## src/rtl/race_arbiter.sv

```systemverilog
// race_arbiter -- decides which of two RO counters finished first and
// produces one PUF response bit per race.
//
// Optional feature: define RACE_ARBITER_SYNC_EN to pass finished1/finished2
// through 2-flop synchronizers before the FSM. This is for counters clocked
// by RO-derived clocks, and it adds 2 cycles of decision latency. Without the
// macro the finish flags are sampled directly and must be synchronous to clk.
module race_arbiter (
  input  logic clk,
  input  logic rst_n,
  input  logic enable,
  input  logic finished1,
  input  logic finished2,
  output logic out,
  output logic valid,
  output logic tie
);

  typedef enum logic [1:0] {
    ST_IDLE    = 2'd0,
    ST_ARMED   = 2'd1,
    ST_DECIDED = 2'd2
  } state_e;

  // Bit 0 carries counter 1 and bit 1 carries counter 2.
  logic [1:0] fin_raw;
  logic [1:0] fin_s;

  assign fin_raw = {finished2, finished1};

`ifdef RACE_ARBITER_SYNC_EN
  genvar gi;
  generate
    for (gi = 0; gi < 2; gi++) begin : g_sync
      logic meta_q;
      logic sync_q;

      // Two-flop synchronizer per finish flag, cleared by reset.
      always_ff @(posedge clk or negedge rst_n) begin
        if (!rst_n) begin
          meta_q <= 1'b0;
          sync_q <= 1'b0;
        end else begin
          meta_q <= fin_raw[gi];
          sync_q <= meta_q;
        end
      end

      assign fin_s[gi] = sync_q;
    end
  endgenerate
`else
  assign fin_s = fin_raw;
`endif

  state_e state_q;
  logic   out_q;
  logic   valid_q;
  logic   tie_q;

  // Race FSM. All outputs are registered here, so no input reaches an output
  // combinationally.
  always_ff @(posedge clk or negedge rst_n) begin
    if (!rst_n) begin
      state_q <= ST_IDLE;
      out_q   <= 1'b0;
      valid_q <= 1'b0;
      tie_q   <= 1'b0;
    end else begin
      case (state_q)
        ST_IDLE: begin
          // out keeps the last response so the collector can read it late.
          valid_q <= 1'b0;
          tie_q   <= 1'b0;
          if (enable) begin
            state_q <= ST_ARMED;
          end
        end
        ST_ARMED: begin
          if (!enable) begin
            // Abort: no decision is made and out is left untouched.
            state_q <= ST_IDLE;
          end else begin
            case (fin_s)
              2'b01: begin
                out_q   <= 1'b1;
                valid_q <= 1'b1;
                state_q <= ST_DECIDED;
              end
              2'b10: begin
                out_q   <= 1'b0;
                valid_q <= 1'b1;
                state_q <= ST_DECIDED;
              end
              2'b11: begin
                tie_q   <= 1'b1;
                valid_q <= 1'b0;
                state_q <= ST_DECIDED;
              end
              default: begin
                state_q <= ST_ARMED;
              end
            endcase
          end
        end
        ST_DECIDED: begin
          // Hold the decision. Later finish activity is ignored until re-arm.
          if (!enable) begin
            valid_q <= 1'b0;
            tie_q   <= 1'b0;
            state_q <= ST_IDLE;
          end
        end
        default: begin
          state_q <= ST_IDLE;
          valid_q <= 1'b0;
          tie_q   <= 1'b0;
        end
      endcase
    end
  end

  assign out   = out_q;
  assign valid = valid_q;
  assign tie   = tie_q;

endmodule

```

## config.mk

```make
export PLATFORM = sky130hd
export DESIGN_NAME = race_arbiter
export DESIGN_NICKNAME = d
export VERILOG_FILES = /design/src/rtl/race_arbiter.sv
export SDC_FILE = /design/constraint.sdc
export NUM_CORES = 1
export LEC_CHECK = 0
export ABC_AREA = 1
export CELL_PAD_IN_SITES_DETAIL_PLACEMENT = 0
export CELL_PAD_IN_SITES_GLOBAL_PLACEMENT = 2
export CORE_AREA = 2 2 39 41
export DETAILED_ROUTE_END_ITERATION = 16
export DIE_AREA = 0 0 41 43
export PLACE_DENSITY = 0.67
export SYNTH_ARGS = -nofsm -noshare
export SYNTH_HDL_FRONTEND = slang
export SYNTH_SLANG_ARGS = --single-unit
```

## constraint.sdc

```tcl
create_clock -name clk -period 1.05 [get_ports clk]
set_input_delay 0.21 -clock clk [delete_from_list [all_inputs] [get_ports clk]]
set_output_delay 0.21 -clock clk [all_outputs]
set_load 0.1 [all_outputs]
```

# ---- Word level (Yosys, flattened, before mapping)
# Index checks and enable logic that the tools add are counted.
dict set report totals {
  output_inout_bits 3
  input_bits 5
  register_bits 5
}
dict set report op_classes {
  reduce_logical 8
  n_eq_ne 10
  mux 13
}
# cell n
set op_table {}
lappend op_table {{AND reduction 3 bit} 3}
lappend op_table {{two-way mux 2 bit} 4}
lappend op_table {{!= test 2 bit, second input constant} 4}
lappend op_table {{case mux 1 bit (2 select lines)} 4}
lappend op_table {{== test 2 bit, second input constant} 3}
lappend op_table {{case mux 2 bit (3 select lines)} 1}
lappend op_table {{== test 2 x 1 -> 1 bit, second input constant} 2}
lappend op_table {{two-way mux 1 bit} 4}
lappend op_table {{!= test 3 bit, second input constant} 1}
lappend op_table {{OR reduction 3 bit} 1}
lappend op_table {{logical NOT 2 bit} 1}
lappend op_table {{AND reduction 2 bit} 1}
lappend op_table {{nonzero test 2 bit} 1}
lappend op_table {{OR reduction 2 bit} 1}

# ---- Logic depth before layout (Yosys ltp)
# Gate-level depths: netlist (run 1).
dict set report depth {
  ltp_word 5
  depth_mapped 6
  depth_no_buf 6
}

# ---- Least setup slack after synthesis (run 1)
# Ideal clock, no wire load.
dict set report synth_timing {
  path_type {register -> register}
  start {register out (netlist name)}
  end {register out_q, in the netlist out}
  setup_ns 0.076
  slack_ns -0.114
  synth_period_minus_slack_ns 1.164
  arrival_ns 1.088
  path_stages_with_launch 3
  path_cell_list {dfrtp_1 -> nand2_1 -> o21ai_1}
}
# item line
set synth_rtl {}
lappend synth_rtl {{to (signal assigned)} 66} ;# out_q <= 1'b0;
lappend synth_rtl {{to (signal assigned)} 86} ;# out_q <= 1'b1;
lappend synth_rtl {{to (signal assigned)} 91} ;# out_q <= 1'b0;
lappend synth_rtl {{to (decl)} 57} ;# logic out_q;

# ---- Final worst setup path (run 1)
dict set report layout_timing {
  start {register out_q, in the netlist out}
  end {output out}
}
# item line
set layout_rtl {}
lappend layout_rtl {{to (decl)} 14} ;# output logic out,
# No word-level cell between the ends.

==> results of run 1 <==
## layer usage
| metal | up-vias | global-route usage | part of all wire |
|---|---|---|---|
| met5 | - | 0 | 0 |
| met4 | 0 | 0.08000 | 0 |
| met3 | 0 | 0 | 0.016 |
| met2 | 4 | 0.1406 | 0.52 |
| met1 | 134 | 0.1144 | 0.46 |
| li1 | 146 | - | - |
## power by group through the flow
| stage | logic, mW | registers (mW) | clock network [mW] |
|---|---|---|---|
| after floorplan | 0.0689 | 0.430 | 0 |
| after global placement | 0.393 | 0.271 | 0 |
| after detailed placement | 0.394 | 0.271 | 0 |
| after CTS | 0.399 | 0.270 | 0.227 |
| after global routing | 0.420 | 0.276 | 0.244 |
| final | 0.396 | 0.270 | 0.225 |
## worst min path at each step
stage,start,endpoint,slack [ns]
2_1_floorplan,rst_n,out$_DFFE_PN0P_,-0.09
3_3_place_gp,rst_n,state_q[1]$_DFFE_PN0P_,0.45
3_5_place_dp,rst_n,state_q[1]$_DFFE_PN0P_,0.45
4_1_cts,rst_n,tie$_DFFE_PN0P_,0.20
5_1_grt,rst_n,out$_DFFE_PN0P_,0.20
6_report,rst_n,tie$_DFFE_PN0P_,0.19
## repair_timing
item                                    4_1_cts  5_1_grt
endpoints found under the setup margin        4        5
gates resized for setup                       5        1
pin swaps                                     1        0
## cell type report
type | count | area (um2) | area share
Timing Repair Buffer | 10 | 120.1 | 0.2462
Tap cell | 16 | 20.02 | 0.04103
Inverter | 6 | 22.52 | 0.04615
Sequential cell | 5 | 130.1 | 0.2667
Clock buffer | 4 | 26.28 | 0.05385
Multi-Input combinational cell | 25 | 168.9 | 0.3462
## flip-flops by register name, summed over array words and instances, names as in the netlist
register	count
state_q	2
valid	1
tie	1
out	1
## cells by family (layout without fill, tap and decap cells)
logic type      count (synthesis)  count (layout)  share of synthesized area
flops                           5               5                     0.4184
buf+inv                         6              20                    0.07531
simple gates                   19              19                     0.3054
fa+ha+maj                       4               4                     0.1674
compound gates                  2               2                    0.03344
## placed cells by master (no fill, tap or decap), types with 2 or more instances in the layout
cell type                         synthesis  final
sky130_fd_sc_hd__buf_4                    0      3
sky130_fd_sc_hd__inv_1                    5      4
sky130_fd_sc_hd__clkdlybuf4s50_1          0      2
sky130_fd_sc_hd__dlygate4sd2_1            0      2
sky130_fd_sc_hd__inv_2                    1      2
sky130_fd_sc_hd__buf_12                   0      3
sky130_fd_sc_hd__dfrtp_2                  0      4
sky130_fd_sc_hd__ha_1                     4      3
sky130_fd_sc_hd__nand2_1                  6      6
sky130_fd_sc_hd__clkbuf_4                 0      3
sky130_fd_sc_hd__nand3_1                  8      7
==> results.json, run 1 <==
{
  "outcome": "finished clean",
  "antenna_violations_before_repair": 0,
  "crit_chain": "buf_12",
  "finalSetupTns_ns": 0,
  "synthesis.yosys.warnings": 0,
  "cts_setup_buffers": 0,
  "dp_slack_ns": -0.3653,
  "power_density_nw_per_um2": 1826,
  "cp-end-kind": "output port",
  "worst_r2r_startpoint": "state_q[0]$_DFFE_PN0P_",
  "finalHoldViolCount": 0,
  "drt-wirelength-per-cell_um": 9.515,
  "crit_path_top_delay_cell": "sky130_fd_sc_hd__dfrtp_2",
  "max-cap-violations": 0,
  "drc": 0,
  "ctsLongestPathBuffers": 2,
  "unrepaired_setup_endpoints_after_global_routing": "yes",
  "synth_common_cells": "8 x sky130_fd_sc_hd__nand3_1, 6 x sky130_fd_sc_hd__nand2_1, 5 x sky130_fd_sc_hd__dfrtp_1, 5 x sky130_fd_sc_hd__inv_1, 4 x sky130_fd_sc_hd__ha_1",
  "antenna_violating_nets_post_route": 0,
  "design.portCount": 8,
  "dr.first_iter.drc_count": 6,
  "timing.setup.critical_path_class": "reg -> out",
  "period_share": 0.9924,
  "synth_fp_nets": 45,
  "irDropWorstVdd_uv": 929.7,
  "power.net_switching_uw": 369.6,
  "cts_tree": "yes",
  "synth_most_common_cell": "sky130_fd_sc_hd__nand3_1",
  "cts-root-buf": "sky130_fd_sc_hd__clkbuf_4",
  "drt-total-wl_um": 628,
  "final_clock_skew_ns": 0.001146,
  "finalMaxSlewViolations": 0,
  "detail_route.first_pass.iterations": 4,
  "clockPowerShare": 0.252,
  "rr_endpoint": "tie$_DFFE_PN0P_",
  "clock_tree.htree_level_count": 1,
  "power_frac_seq": 0.303,
  "relSlewSlack": 0.8479,
  "pwr-share-comb": 0.444,
  "finalWeightedCongestion": 0.7919,
  "dpl.hpwl_um": 504.7,
  "port_buffers": 7,
  "clock.fmax_mhz": 959.7,
  "grt_pass1_vias": 277,
  "whs_ns": 0.1897,
  "overall_via_count_from_detail_route": 284,
  "worst_path_largest_cell_delay_ns": 0.42,
  "asyncSetResetFlopFracSynth": 1.000,
  "layout-drive-gt1-share": 0.3600,
  "design.final.nets": 60,
  "placed_cells_incl_taps": 62,
  "synth_ff_type": "sky130_fd_sc_hd__dfrtp_1",
  "synth.area.top_cells": "sky130_fd_sc_hd__dfrtp_1 42%, sky130_fd_sc_hd__ha_1 17%, sky130_fd_sc_hd__nand3_1 13%",
  "clkTransAtPathRegs_ns": 0.04,
  "worst-endpoint-arrival_ns": 0.83,
  "placed_area_um2": 445.4,
  "hold_path.class": "in -> async",
  "later_pin_clock_latency_in_the_skew_report_ns": 0.24,
  "cts-hold-fix-buffers": 0,
  "area_added_between_synthesis_and_finish_pct": 63.18,
  "numClockSinks": 5,
  "layout_setup_ws_ns": 0.008008,
  "syn_inst": 36,
  "stdcell_count": 66,
  "crit_path_max_fanout": 2,
  "avgViaCountPerCell": 4.303,
  "grt.total_usage": 0.09284,
  "start_util": 0.2161,
  "num_antenna_cells": 0,
  "timing.critical_path.buf_inv": 1,
  "worst_path_dominant_cell_family": "flip-flops",
  "num-fill-cells": 150,
  "number_of_cells_on_the_critical_path": 1,
  "floorplan.die.width_um": 41,
  "ys_seq_area_frac": 0.4184,
  "worst-slew-pin-transition_ns": 0.2274,
  "dieArea_um2": 1763,
  "global_route_wire_length_before_repair_um": 1090,
  "synth.avg_cell_area_um2": 8.307,
  "core-area_um2": 1384,
  "worst_setup_path_startpoint": "out$_DFFE_PN0P_",
  "cp.required_ns": 0.84,
  "p_leak_nw": 0.2441,
  "period_minus_slack_ns": 1.042,
  "stdcell_area_um2": 488.0,
  "cts_buffers": 3,
  "critPathLaunchType": "flip-flop",
  "setup.worst_path.end": "out",
  "synth.largest_area_cell": "sky130_fd_sc_hd__dfrtp_1",
  "netSwitchingFraction": 0.4148,
  "synth_top_cell_area_share": 0.4184,
  "worstRegToRegCells": 5,
  "power_report.internal_total_uw": 521.5,
  "grt.overflow.total": 0,
  "synth-edff-count": 0,
  "flip_flop_and_latch_count_after_synthesis": 5,
  "maximum_number_of_pins_on_one_net_before_global_route_repair": 6,
  "report.power.total_uw": 891.0,
  "die_y_um": 43,
  "setup_viol": 0,
  "synthDistinctLibCells": 13,
  "final_core_utilization": 0.3526,
  "r2r_slack_ns": 0.11,
  "fp-row-count": 14,
  "synthesis.area_um2": 299.0
}
Power figures use the tool's default switching activity.
==> run 2, diff against run 1 <==
--- a/config.mk
+++ b/config.mk
@@ -11,6 +11,7 @@
 export CORE_AREA = 2 2 39 41
 export DETAILED_ROUTE_END_ITERATION = 16
 export DIE_AREA = 0 0 41 43
+export GPL_TIMING_DRIVEN = 0
 export PLACE_DENSITY = 0.67
 export SYNTH_ARGS = -nofsm -noshare
 export SYNTH_HDL_FRONTEND = slang
==> results.json, run 2 (synthesis results as in run 1) <==
{
  "outcome": "finished clean",
  "finalMaxSlewViolations": 0,
  "global_route_wire_length_before_repair_um": 862,
  "power_frac_seq": 0.313,
  "cp-end-kind": "output port",
  "worst_path_largest_cell_delay_ns": 0.41,
  "cp.required_ns": 0.84,
  "layout_setup_ws_ns": 0.01695,
  "p_leak_nw": 0.2363,
  "design.portCount": 8,
  "worst_path_dominant_cell_family": "flip-flops",
  "clock_tree.htree_level_count": 1,
  "clockPowerShare": 0.265,
  "floorplan.die.width_um": 41,
  "dr.first_iter.drc_count": 6,
  "antenna_violating_nets_post_route": 0,
  "port_buffers": 7,
  "detail_route.first_pass.iterations": 4,
  "final_clock_skew_ns": 0.001173,
  "maximum_number_of_pins_on_one_net_before_global_route_repair": 6,
  "finalWeightedCongestion": 0.7622,
  "num-fill-cells": 145,
  "period_share": 0.9839,
  "clock.fmax_mhz": 968.0,
  "overall_via_count_from_detail_route": 277,
  "stdcell_count": 63,
  "total_area_of_multi_input_combinational_cells_um2": 151.4,
  "setup_viol": 0,
  "fp-row-count": 14,
  "unrepaired_setup_endpoints_after_global_routing": "yes",
  "drt-total-wl_um": 563,
  "core-area_um2": 1384,
  "regArea_um2": 128.9,
  "die_y_um": 43,
  "dp_slack_ns": -0.6188,
  "finalHoldViolCount": 0,
  "grt.total_usage": 0.07669,
  "top_register": "state_q",
  "dieArea_um2": 1763,
  "critPathLaunchType": "flip-flop",
  "cts-hold-fix-buffers": 0,
  "finalSetupTns_ns": 0,
  "stdcell_area_um2": 440.4,
  "irDropWorstVdd_uv": 1368,
  "design.final.nets": 57,
  "power_density_nw_per_um2": 1891,
  "ctsLongestPathBuffers": 2,
  "avgViaCountPerCell": 4.397,
  "whs_ns": 0.1950,
  "netSwitchingFraction": 0.4230,
  "layout.cells.most_common": "sky130_fd_sc_hd__nand3_1",
  "cts_setup_buffers": 0,
  "numClockSinks": 5,
  "placed_area_um2": 392.9,
  "placed_cells_incl_taps": 59,
  "drt-wirelength-per-cell_um": 8.937,
  "hold_path.class": "in -> async",
  "cts_buffers": 3,
  "power_report.internal_total_uw": 480.5,
  "layout-drive-gt1-share": 0.2553,
  "grt_pass1_vias": 216,
  "antenna_violations_before_repair": 0,
  "clkTransAtPathRegs_ns": 0.04,
  "later_pin_clock_latency_in_the_skew_report_ns": 0.24,
  "period_minus_slack_ns": 1.033,
  "area_added_between_synthesis_and_finish_pct": 47.28,
  "relSlewSlack": 0.8433,
  "final_cell_mix": "8 x sky130_fd_sc_hd__nand3_1, 6 x sky130_fd_sc_hd__nand2_1, 4 x sky130_fd_sc_hd__inv_1, 4 x sky130_fd_sc_hd__ha_1",
  "cts-root-buf": "sky130_fd_sc_hd__clkbuf_4",
  "cts_tree": "yes",
  "drc": 0,
  "timing.setup.critical_path_class": "reg -> out",
  "r2r_slack_ns": 0.12,
  "timing.critical_path.buf_inv": 1,
  "pwr-share-comb": 0.422,
  "power.net_switching_uw": 352.2,
  "start_util": 0.2161,
  "largest_register_ffs": 2,
  "crit_path_top_delay_cell": "sky130_fd_sc_hd__dfrtp_2",
  "worst-slew-pin-transition_ns": 0.2344,
  "grt.overflow.total": 0,
  "crit_path_max_fanout": 2,
  "worst-endpoint-arrival_ns": 0.82,
  "num_antenna_cells": 0,
  "crit_chain": "buf_12",
  "max-cap-violations": 0
}
## run 2: cell types whose count changed in the layout (fill, tap and decap cells not counted), sizes merged
cell	before	now
clkdlybuf4s50	2	1
dlymetal6s2s	0	1
buf	6	3
## run 2: layer usage
layer	track usage	routed length, um	vias to the layer above
li1	-	-	139
met1	0.09477	238	130
met2	0.1000	289	8
met3	0.06283	35	0
met4	0.02000	0	0
met5	0	0	-
## run 2: layout make-up
| cell class | count | share of cell area |
|---|---|---|
| multi-input combinational | 25 | 0.3437 |
| timing repair buffer | 7 | 0.2074 |
| inverter | 6 | 0.05114 |
| tap | 16 | 0.04545 |
| clock buffer | 4 | 0.05966 |
| sequential | 5 | 0.2926 |
## run 2: power by group through the flow
stage | Clock (mW) | Sequential (mW) | Combinational [mW]
3_5_place_dp | 0 | 0.254 | 0.333
3_3_place_gp | 0 | 0.256 | 0.333
5_1_grt | 0.246 | 0.265 | 0.371
2_1_floorplan | 0 | 0.430 | 0.0689
6_report | 0.221 | 0.260 | 0.352
4_1_cts | 0.234 | 0.257 | 0.338
## run 2: stage by stage
| stage | power (mW) | util |
|---|---|---|
| after global placement | 0.5891 | 0.2839 |
| after CTS | 0.8290 | 0.3038 |
| after global routing | 0.8815 | 0.3183 |
| after floorplan | 0.4993 | - |
| final | 0.8327 | 0.3183 |
| after detailed placement | 0.5875 | 0.2839 |
## run 2: path summary, 6_finish.rpt
check / startpoint / end / depth (start not counted)
worst max-delay path: tie$_DFFE_PN0P_ / tie / 1
worst min-delay path: rst_n / tie$_DFFE_PN0P_ / 1
worst max register to register: state_q[1]$_DFFE_PN0P_ / valid$_DFFE_PN0P_ / 5
worst min register to register: state_q[1]$_DFFE_PN0P_ / state_q[0]$_DFFE_PN0P_ / 1
max in group asynchronous: rst_n / out$_DFFE_PN0P_ / 1
min in group clk: enable / state_q[1]$_DFFE_PN0P_ / 3
## run 2: timing repair
item | 4_1_cts | 5_1_grt
endpoints found under the setup margin | 7 | 5
cloned | 0 | 0
resized for setup | 24 | 5
